<file path="config.mk">
export PLATFORM = sky130hd
export DESIGN_NAME = core_ctrl_flat
export DESIGN_NICKNAME = d
export VERILOG_FILES = /design/src/rtl/core_ctrl_if.sv /design/src/rtl/core_ctrl.sv /design/src/flat_wrapper.sv
export SDC_FILE = /design/constraint.sdc
export NUM_CORES = 1
export LEC_CHECK = 0
export BUFFER_PORTS_ARGS = -buffer_cell sky130_fd_sc_hd__buf_2
export CAP_MARGIN = 30
export CORE_MARGIN = 2
export CORE_UTILIZATION = 45
export DETAILED_ROUTE_END_ITERATION = 10
export GPL_TIMING_DRIVEN = 0
export PLACE_DENSITY = 0.66
export SYNTH_ARGS = -nofsm -noshare
export SYNTH_HDL_FRONTEND = slang
export SYNTH_SLANG_ARGS = --single-unit
</file>
<file path="constraint.sdc">
create_clock -name clk -period 2.5 [get_ports clk]
set_clock_uncertainty 0.1 [all_clocks]
set_input_delay 0.125 -clock clk [delete_from_list [all_inputs] [get_ports clk]]
set_output_delay 0.125 -clock clk [all_outputs]
set_load 0.03 [all_outputs]
</file>
<file path="src/rtl/core_ctrl_if.sv">
// core_ctrl_if: start/status handshake and instruction word between the core controller and its core.
interface core_ctrl_if;
    logic        start;
    logic        ofifo_valid;
    logic [33:0] inst;
    logic        busy;
    logic        done;
    logic [3:0]  kij;
    modport master (output start, ofifo_valid, input inst, busy, done, kij);
    modport slave (input start, ofifo_valid, output inst, busy, done, kij);
endinterface

</file>
<file path="src/rtl/core_ctrl.sv">
// core_ctrl: sequences weight load, activation stream, execute and OFIFO drain for every kernel position.
module core_ctrl #(
    parameter int row     = 8,
    parameter int col     = 8,
    parameter int len_nij = 36,
    parameter int len_kij = 9,
    parameter int w_base  = 1024,
    parameter int gap     = 2
) (
    input logic        clk,
    input logic        reset,
    core_ctrl_if.slave bus
);
    typedef enum logic [3:0] {IDLE, W_RD, W_LD, GAP1, A_RD, EXEC, DRAIN, GAP2, FIN} state_t;
    localparam logic [33:0] idle_inst = 34'h1_800C_0000;
    localparam logic [15:0] n_col     = 16'(col);
    localparam logic [15:0] n_nij     = 16'(len_nij);
    localparam logic [15:0] col_last  = 16'(col - 1);
    localparam logic [15:0] nij_last  = 16'(len_nij - 1);
    localparam logic [15:0] gap_last  = 16'(gap - 1);
    localparam logic [15:0] exec_last = 16'(len_nij + row + col - 1);
    localparam logic [3:0]  kij_last  = 4'(len_kij - 1);
    state_t      state_q, state_d;
    logic [3:0]  kij_q, kij_d;
    logic [15:0] i_q, i_d, rd_cnt_q, rd_cnt_d, wr_cnt_q, wr_cnt_d;
    logic        wr_pend_q, wr_pend_d;
    logic [33:0] inst_q, inst_d;
    logic        x_en, p_en, l0_rd, l0_wr, exec_en, load, of_rd, entry;
    logic [10:0] x_addr, p_addr;
    always_comb begin
        state_d = state_q;
        kij_d   = kij_q;
        x_en    = 1'b0;
        x_addr  = '0;
        l0_rd   = 1'b0;
        l0_wr   = 1'b0;
        exec_en = 1'b0;
        load    = 1'b0;
        of_rd   = 1'b0;
        p_en    = 1'b0;
        p_addr  = '0;
        case (state_q)
            IDLE: begin
                state_d = bus.start ? W_RD : IDLE;
                kij_d   = bus.start ? '0 : kij_q;
            end
            W_RD: begin
                x_en    = i_q < n_col;
                x_addr  = x_en ? 11'(w_base + int'(kij_q) * col + int'(i_q)) : '0;
                l0_wr   = i_q != '0;
                state_d = (i_q == n_col) ? W_LD : W_RD;
            end
            W_LD: begin
                l0_rd   = 1'b1;
                load    = 1'b1;
                state_d = (i_q == col_last) ? GAP1 : W_LD;
            end
            GAP1: state_d = (i_q == gap_last) ? A_RD : GAP1;
            A_RD: begin
                x_en    = i_q < n_nij;
                x_addr  = x_en ? i_q[10:0] : '0;
                l0_wr   = i_q != '0;
                state_d = (i_q == n_nij) ? EXEC : A_RD;
            end
            EXEC: begin
                exec_en = 1'b1;
                l0_rd   = i_q < n_nij;
                state_d = (i_q == exec_last) ? DRAIN : EXEC;
            end
            DRAIN: begin
                // each read is written back to pmem one cycle after it was issued
                of_rd   = bus.ofifo_valid && (rd_cnt_q < n_nij);
                p_en    = wr_pend_q;
                p_addr  = p_en ? 11'(int'(kij_q) * len_nij + int'(wr_cnt_q)) : '0;
                state_d = (wr_pend_q && wr_cnt_q == nij_last) ? GAP2 : DRAIN;
            end
            GAP2: begin
                state_d = (i_q != gap_last) ? GAP2 : (kij_q == kij_last) ? FIN : W_RD;
                kij_d   = (i_q == gap_last && kij_q != kij_last) ? kij_q + 4'd1 : kij_q;
            end
            FIN: state_d = IDLE;
            default: state_d = IDLE;
        endcase
        entry     = state_d != state_q;
        i_d       = entry ? '0 : i_q + 16'd1;
        rd_cnt_d  = entry ? '0 : rd_cnt_q + 16'(of_rd);
        wr_cnt_d  = entry ? '0 : wr_cnt_q + 16'(p_en);
        wr_pend_d = of_rd;
        inst_d    = {1'b0, !p_en, !p_en, p_addr, !x_en, 1'b1, x_addr, of_rd, 2'b00, l0_rd, l0_wr, exec_en, load};
    end
    always_ff @(posedge clk or posedge reset) begin
        if (reset) begin
            state_q   <= IDLE;
            kij_q     <= '0;
            i_q       <= '0;
            rd_cnt_q  <= '0;
            wr_cnt_q  <= '0;
            wr_pend_q <= 1'b0;
            inst_q    <= idle_inst;
        end else begin
            state_q   <= state_d;
            kij_q     <= kij_d;
            i_q       <= i_d;
            rd_cnt_q  <= rd_cnt_d;
            wr_cnt_q  <= wr_cnt_d;
            wr_pend_q <= wr_pend_d;
            inst_q    <= inst_d;
        end
    end
    assign bus.inst = inst_q;
    assign bus.busy = state_q != IDLE;
    assign bus.done = state_q == FIN;
    assign bus.kij  = kij_q;
endmodule

</file>
<file path="src/flat_wrapper.sv">
// flat-port wrapper written by rule: the top's interface ports become plain ports
module core_ctrl_flat 
#(
    parameter int row     = 8,
    parameter int col     = 8,
    parameter int len_nij = 36,
    parameter int len_kij = 9,
    parameter int w_base  = 1024,
    parameter int gap     = 2
)
  (clk, reset, bus_start, bus_ofifo_valid, bus_inst, bus_busy, bus_done, bus_kij);
  core_ctrl_if bus_i ();
  input logic clk;
  input logic reset;
  input wire logic [$bits(bus_i.start)-1:0] bus_start;
  input wire logic [$bits(bus_i.ofifo_valid)-1:0] bus_ofifo_valid;
  output wire logic [$bits(bus_i.inst)-1:0] bus_inst;
  output wire logic [$bits(bus_i.busy)-1:0] bus_busy;
  output wire logic [$bits(bus_i.done)-1:0] bus_done;
  output wire logic [$bits(bus_i.kij)-1:0] bus_kij;
  assign bus_i.start = bus_start;
  assign bus_i.ofifo_valid = bus_ofifo_valid;
  assign bus_inst = bus_i.inst;
  assign bus_busy = bus_i.busy;
  assign bus_done = bus_i.done;
  assign bus_kij = bus_i.kij;
  core_ctrl #(.row(row), .col(col), .len_nij(len_nij), .len_kij(len_kij), .w_base(w_base), .gap(gap)) u_core (.clk(clk), .reset(reset), .bus(bus_i));
endmodule
</file>
==> results of run 1 <==
==> registers in the layout, summed over array words and instances, names as in the netlist <==
signal	count
u_core.state_q	4
u_core.i_q	16
u_core.bus.inst	29
u_core.bus.kij	4
u_core.wr_cnt_q	16
u_core.rd_cnt_q	16
==> power breakdown <==
| group | switching (mW) | leakage [nW] | internal (mW) | total, mW |
|---|---|---|---|---|
| Sequential | 0.000399 | 1.11 | 1.38 | 1.38 |
| Combinational | 0.0413 | 1.45 | 0.0133 | 0.0546 |
| Clock | 0.507 | 0.119 | 0.689 | 1.20 |
| Total | 0.549 | 2.68 | 2.08 | 2.63 |
==> cells in the mapped netlist, types with 2 or more instances <==
library cell	count	area (um2)
a21oi_1	5	25.0
nand3_1	19	95.1
nor3_1	37	185
a21o_1	3	22.5
conb_1	2	7.51
or3_1	7	43.8
o31ai_1	2	15.0
xnor2_1	21	184
and4_1	5	43.8
fa_1	2	40.0
or4_1	3	22.5
nand3b_1	2	15.0
nand2_1	28	105
nor4_4	2	42.5
and2_1	3	18.8
nor3_2	18	180
nor2_1	33	124
buf_2	4	20.0
nor4_1	8	50.1
buf_4	6	45.0
ha_1	24	300
clkbuf_1	11	41.3
xor2_1	32	280
and3_1	12	75.1
nor3b_1	8	60.1
nand4_1	17	106
dfrtp_1	83	2080
buf_6	3	33.8
o21ai_0	9	45.0
o21bai_1	2	15.0
dfstp_2	2	52.6
a311oi_1	2	17.5
inv_1	19	71.3
nor2b_1	7	43.8
==> worst max path at each step <==
| stage | start | endpoint | slack (ns) | cells after the start |
|---|---|---|---|---|
| 2_1_floorplan | u_core.bus.kij[0]$_DFFE_PP0P_ | u_core.bus.inst[30]$_DFF_PP0_ | -0.03 | 9 |
| 3_3_place_gp | reset | u_core.bus.inst[30]$_DFF_PP0_ | -0.89 | 2 |
| 3_5_place_dp | u_core.state_q[1]$_DFF_PP0_ | u_core.wr_cnt_q[12]$_DFF_PP0_ | -0.60 | 10 |
| 5_1_grt | u_core.state_q[0]$_DFF_PP0_ | u_core.rd_cnt_q[13]$_DFF_PP0_ | -0.15 | 10 |
| 4_1_cts | u_core.i_q[9]$_DFF_PP0_ | u_core.i_q[0]$_DFF_PP0_ | 0.0004 | 9 |
| 6_report | u_core.i_q[10]$_DFF_PP0_ | u_core.i_q[13]$_DFF_PP0_ | -0.07 | 9 |
==> worst register-to-register path: cells and delay by family, from the launching register on <==
kind / cells / cell delay [ns]
simple gates: 4 / 0.99
buf+inv: 3 / 0.53
flops: 1 / 0.45
compound gates: 2 / 0.38
==> layout make-up <==
type / instances / share of cell area (%)
tap: 136 / 2.89
inverter: 20 / 1.32
buffer: 21 / 2.80
clock inverter: 6 / 1.87
multi-input combinational: 332 / 44.4
sequential: 85 / 36.3
clock buffer: 10 / 2.33
timing repair buffer: 69 / 8.12
==> cells by family (layout without fill, tap and decap cells) <==
group / count (synthesis) / count (layout)
adder cells (fa/ha/maj): 26 / 26
XOR/XNOR: 53 / 53
AND/OR/NAND/NOR: 215 / 215
other: 2 / 6
flip-flops: 85 / 85
AO/OA/AOI/OAI: 32 / 32
buffers and inverters: 45 / 126
==> cell usage in the layout, fill, tap and decap left out, drive strengths merged, types with 8 or more instances in the layout <==
cell	count
nor3	55
and3	12
nor3b	8
nand4	18
nand3	20
buf	79
inv	19
nor2	33
nor4	10
o21ai	9
ha	24
nand2	28
clkbuf	20
xor2	32
dfrtp	83
xnor2	21
==> metrics by stage <==
stage / utilization, % / hold WS (ns) / power, mW / area (um2) / setup slack (ns)
2_1_floorplan: - / 0.297 / 1.44 / 4680 / -0.0254
3_3_place_gp: 49.5 / 0.410 / 1.45 / 5040 / -0.887
3_5_place_dp: 49.8 / 0.0661 / 1.46 / 5070 / -0.604
4_1_cts: 54.1 / 0.0605 / 2.63 / 5510 / 0.000429
5_1_grt: 57.9 / 0.106 / 2.71 / 5900 / -0.154
6_report: 57.9 / 0.0695 / 2.63 / 5900 / -0.0666
==> routing by layer <==
metal | share of wire [%] | global-route usage (%)
met3 | 4.3 | 2.72
met1 | 43 | 26.1
met2 | 51 | 32.4
met4 | 1.6 | 6.02
met5 | 0 | 0
==> repair_timing <==
action	in CTS	in global routing
hold buffers	1	0
resized for setup	23	56
endpoints found under the hold margin	30	0
endpoints found under the setup margin	49	48
gates cloned	1	2
setup buffers	11	14
pin swaps	9	32
==> impl_metrics.py, run 1 <==
metrics = {
    "floorplanning": {
        "io_pins": 44,
        "core_region_area_um2": 10200,
        "start_util_pct": 45.7,
        "die_w_um": 106,
        "row_count": 37,
        "die_area_um2": 11200,
        "die_h_um": 106,
    },
    "yosys": {
        "yosys.area_share.simple_pct": 27.4,
        "ys.flop_type": "dfrtp_1",
        "synth_cells": 458,
        "synth_top_family_by_area": "simple AND/OR/NAND/NOR gates",
        "synthAdderAreaFrac_pct": 7.31,
        "syn-cell-area_um2": 4650,
        "yosys_warnings": 0,
        "synth_cell_types": 51,
        "async_flop_share_pct": 100,
        "synth-seq-cells": 85,
        "synth_compound_area_share_pct": 4.73,
        "synth_mux_area_share_pct": 0,
        "postSynthAreaPerCell_um2": 10.2,
        "synth_xor_area_share_pct": 9.97,
        "synth-edff-count": 0,
        "ys_seq_area_share_pct": 45.8,
    },
    "route": {
        "totalWireLength_um": 10800,
        "dr.pass1.iters": 5,
        "vias": 3672,
        "wl_per_cell_um": 15.9,
        "ant_nets": 0,
        "drtIter0Drc": 156,
        "viasPerCell": 5.41,
        "drc": 0,
    },
    "outcome": {
        "violations": "setup timing",
        "status": "finished, violations left",
    },
    "grt": {
        "grt_max_degree": 56,
        "antenna_found_initial": 0,
        "grt_pass1_vias": 3598,
        "grt_overflow": 0,
        "grt_first_pass_wirelength_um": 17400,
        "grt.total_usage_pct": 19.4,
    },
    "layout": {
        "antenna_cells": 0,
        "area_delta_synth_final_pct": 26.7,
        "drive_above_1_share_pct": 30.4,
        "fill_cells": 888,
        "fin_nets": 568,
        "regArea_um2": 2140,
        "stdcell_count": 679,
        "multiInputGateArea_um2": 2620,
    },
    "hold_path": {
        "whs_endpoint": "u_core.bus.kij[3]$_DFFE_PP0P_",
        "hold_path_class": "in2reg",
        "hold_depth": 3,
        "min-delay-start": "bus_start",
    },
    "pwr": {
        "p_leak_nw": 2.68,
        "cellPowerDensity_nw_per_um2": 445,
        "ir_worst_vdd_v": 0.000270,
    },
    "sta": {
        "timing.fmax_mhz": 390,
        "fin_ws_ns": -0.0666,
        "hold_viol_final": 0,
        "maxSlewHeadroom_pct": 60.9,
        "tns_ns": -0.987,
        "drv_slew": 0,
        "fin_crit_ns": 2.57,
        "rsz0062_at_grt": "true",
        "worstMarginPinSlew_ns": 0.585,
        "post-route-period-util_pct": 103,
        "setup_viol": 24,
    },
    "worst_setup_path": {
        "critical_path_class": "reg2reg",
        "cp-end-kind": "flop",
        "worstPathCellList": "nor4_4, buf_4, nand3_2, or4_1, o2111a_2, a31oi_4, buf_8, clkbuf_16, nor3_2",
        "worstPathRequired_ns": 2.64,
        "cp_slowest_cell": "or4_1",
        "rr_endpoint": "u_core.i_q[13]$_DFF_PP0_",
        "crit_family": "simple AND/OR/NAND/NOR gates",
        "critPathBufInv": 3,
        "r2r_setup_slack_ns": -0.07,
        "rr_worst_depth": 9,
        "r2r_start": "u_core.i_q[10]$_DFF_PP0_",
        "max_stage_delay_ns": 0.52,
        "cp_max_fo": 7,
        "critical_path_arrival_ns": 2.70,
        "start_kind": "flop",
    },
    "clock_tree": {
        "cts-buffers-inserted": 9,
        "clock-root-buffer": "clkbuf_8",
        "htree_num_levels": 3,
        "cts.sinks": 85,
        "cts_max_path_buffers": 2,
        "cts_tree": "built",
        "insertion_delay_ns": 0.35,
        "clk_pin_slew_worst_paths_ns": 0.09,
    },
    "placed_design": {
        "io_buffers": 39,
        "place.gp.congestion": 0.846,
        "dp_cells": 638,
        "dpl.hpwl_um": 6900,
    },
    "flow_run": {
        "maxCapViolCount": 0,
    },
}
Note: power is estimated with default switching activity, not from simulation.
==> run 2: changes to the inputs <==
--- a/config.mk
+++ b/config.mk
@@ -7,6 +7,7 @@
 export LEC_CHECK = 0
 export BUFFER_PORTS_ARGS = -buffer_cell sky130_fd_sc_hd__buf_2
 export CAP_MARGIN = 30
+export CORE_ASPECT_RATIO = 1.75
 export CORE_MARGIN = 2
 export CORE_UTILIZATION = 45
 export DETAILED_ROUTE_END_ITERATION = 10
==> impl_metrics.py, run 2 (synthesis gave the netlist of run 1 again) <==
metrics = {
    "outcome": {
        "status": "finished, violations left",
        "violations": "setup timing",
    },
    "layout": {
        "fin_util_pct": 58.9,
        "stdcell_count": 680,
        "antenna_cells": 0,
        "area_delta_synth_final_pct": 28.7,
        "fin_nets": 578,
        "fill_cells": 876,
        "drive_above_1_share_pct": 32.2,
        "layout_common_cells": "dfrtp_1, buf_2, buf_4",
        "final_common_cell": "dfrtp_1",
        "largest_register_ffs": 29,
    },
    "sta": {
        "hold_slack_ns": 0.0687,
        "rsz0062_at_grt": "true",
        "hold_viol_final": 0,
        "maxSlewHeadroom_pct": 64.8,
        "setup_viol": 34,
        "timing.fmax_mhz": 393,
        "tns_ns": -0.758,
        "worstMarginPinSlew_ns": 0.526,
        "fin_crit_ns": 2.54,
        "post-route-period-util_pct": 102,
        "drv_slew": 0,
        "fin_ws_ns": -0.0441,
    },
    "clock_tree": {
        "clk_pin_slew_worst_paths_ns": 0.06,
        "cts_max_path_buffers": 2,
        "htree_num_levels": 3,
        "cts.sinks": 85,
        "clock-root-buffer": "clkbuf_16",
        "insertion_delay_ns": 0.34,
        "cts-buffers-inserted": 9,
        "cts_tree": "built",
    },
    "floorplanning": {
        "row_count": 49,
        "core_region_area_um2": 10200,
        "die_area_um2": 11200,
        "start_util_pct": 45.7,
        "die_h_um": 139,
        "die_w_um": 80.9,
        "io_pins": 44,
    },
    "route": {
        "wl_met1_um": 4140,
        "vias": 3806,
        "ant_nets": 0,
        "totalWireLength_um": 11300,
        "wl_met2_um": 6420,
        "dr.pass1.iters": 5,
        "viasPerCell": 5.60,
        "drc": 0,
        "drtIter0Drc": 217,
        "top_layer": "met4",
        "wl_per_cell_um": 16.6,
        "met3_length_um": 434,
    },
    "worst_setup_path": {
        "r2r_setup_slack_ns": -0.04,
        "cp-end-kind": "flop",
        "r2r_start": "u_core.i_q[12]$_DFF_PP0_",
        "cp_max_fo": 6,
        "rr_worst_depth": 8,
        "start_kind": "flop",
        "critical_path_arrival_ns": 2.66,
        "crit_start": "u_core.i_q[12]$_DFF_PP0_",
        "rr_endpoint": "u_core.rd_cnt_q[13]$_DFF_PP0_",
        "worstPathRequired_ns": 2.62,
        "critical_path_class": "reg2reg",
    },
    "placed_design": {
        "dp_cells": 629,
        "place.gp.congestion": 0.841,
        "io_buffers": 39,
        "dpl.hpwl_um": 7440,
    },
    "grt": {
        "grt_max_degree": 66,
        "grt.total_usage_pct": 20.2,
        "antenna_found_initial": 0,
        "grt_first_pass_wirelength_um": 17500,
        "grt_overflow": 0,
        "grt_pass1_vias": 3757,
    },
    "pwr": {
        "cellPowerDensity_nw_per_um2": 464,
        "seqPwrFrac_pct": 49.5,
        "p_leak_nw": 2.75,
        "p_int_mw": 2.19,
        "swShare_pct": 21.2,
        "p_comb_share_pct": 2.0,
        "ir_worst_vdd_v": 0.000328,
        "p_sw_mw": 0.589,
        "pwr-share-clk_pct": 48.5,
    },
    "hold_path": {
        "whs_endpoint": "u_core.bus.kij[2]$_DFFE_PP0P_",
        "hold_depth": 3,
        "min-delay-start": "bus_start",
        "hold_path_class": "in2reg",
    },
    "flow_run": {
        "maxCapViolCount": 0,
    },
}
run 2: cell types whose count changed in the layout (fill, tap and decap cells not counted), sizes merged:
cell      before  now
buf           79   88
bufinv         3    1
clkbuf        20   22
clkinv         2    1
clkinvlp       2    4
run 2: worst max-delay path, stage by stage (launching register included):
cell and delay [ns]:
dfrtp_1 0.44, nor2_1 0.42, nand3_4 0.11, or4_4 0.53, o2111a_2 0.16, a31oi_4 0.25, buf_6 0.19, clkbuf_16 0.16
nor3_2 0.04
run 2: cell type report:
type / instances / area, um2 / area share, %
multi-input combinational: 332 / 2590 / 43.3
sequential: 85 / 2140 / 35.7
timing repair buffer: 78 / 554 / 9.25
clock buffer: 11 / 243 / 4.05
buffer: 22 / 161 / 2.69
tap: 127 / 159 / 2.65
inverter: 20 / 77.6 / 1.29
clock inverter: 5 / 60.1 / 1.00
run 2: stage by stage:
step / power, mW / instance area [um2] / setup WS (ns)
floorplan: 1.44 / 4680 / -0.0254
global placement: 1.45 / 5030 / -0.857
detailed placement: 1.46 / 5060 / -0.593
CTS: 2.80 / 5640 / -0.0194
global route: 2.87 / 5990 / -0.105
finish: 2.78 / 5990 / -0.0441
run 2: worst max-delay path by stage:
stage                                                to  slack (ns)  cells after the start
final                     u_core.rd_cnt_q[13]$_DFF_PP0_       -0.04                      8
after detailed placement  u_core.wr_cnt_q[12]$_DFF_PP0_       -0.59                     10
after CTS                 u_core.rd_cnt_q[12]$_DFF_PP0_       -0.02                      9
after floorplan           u_core.bus.inst[30]$_DFF_PP0_       -0.03                      9
after global placement    u_core.bus.inst[17]$_DFF_PP0_       -0.86                      2
after global routing            u_core.i_q[5]$_DFF_PP0_       -0.10                      9
run 2: metal layers:
layer / vias up / track usage [%]
met5: - / 0
met4: 0 / 9.81
met2: 136 / 37.3
li1: 1772 / -
met1: 1871 / 21.2
met3: 27 / 3.39
run 2: repair_timing:
| action | CTS | global route |
|---|---|---|
| hold buffers | 1 | 0 |
| pin swaps | 24 | 16 |
| buffers inserted | 16 | 18 |
| cloned | 1 | 2 |
| gates resized for setup | 35 | 42 |
| endpoints found under the setup margin | 49 | 50 |
| hold endpoints to repair | 35 | 0 |
run 2: power groups by stage:
stage | logic (mW) | clock network [mW] | registers, mW
CTS | 0.0569 | 1.37 | 1.38
global route | 0.0620 | 1.43 | 1.38
global placement | 0.0480 | 0 | 1.40
floorplan | 0.0335 | 0 | 1.41
detailed placement | 0.0557 | 0 | 1.40
finish | 0.0545 | 1.35 | 1.38
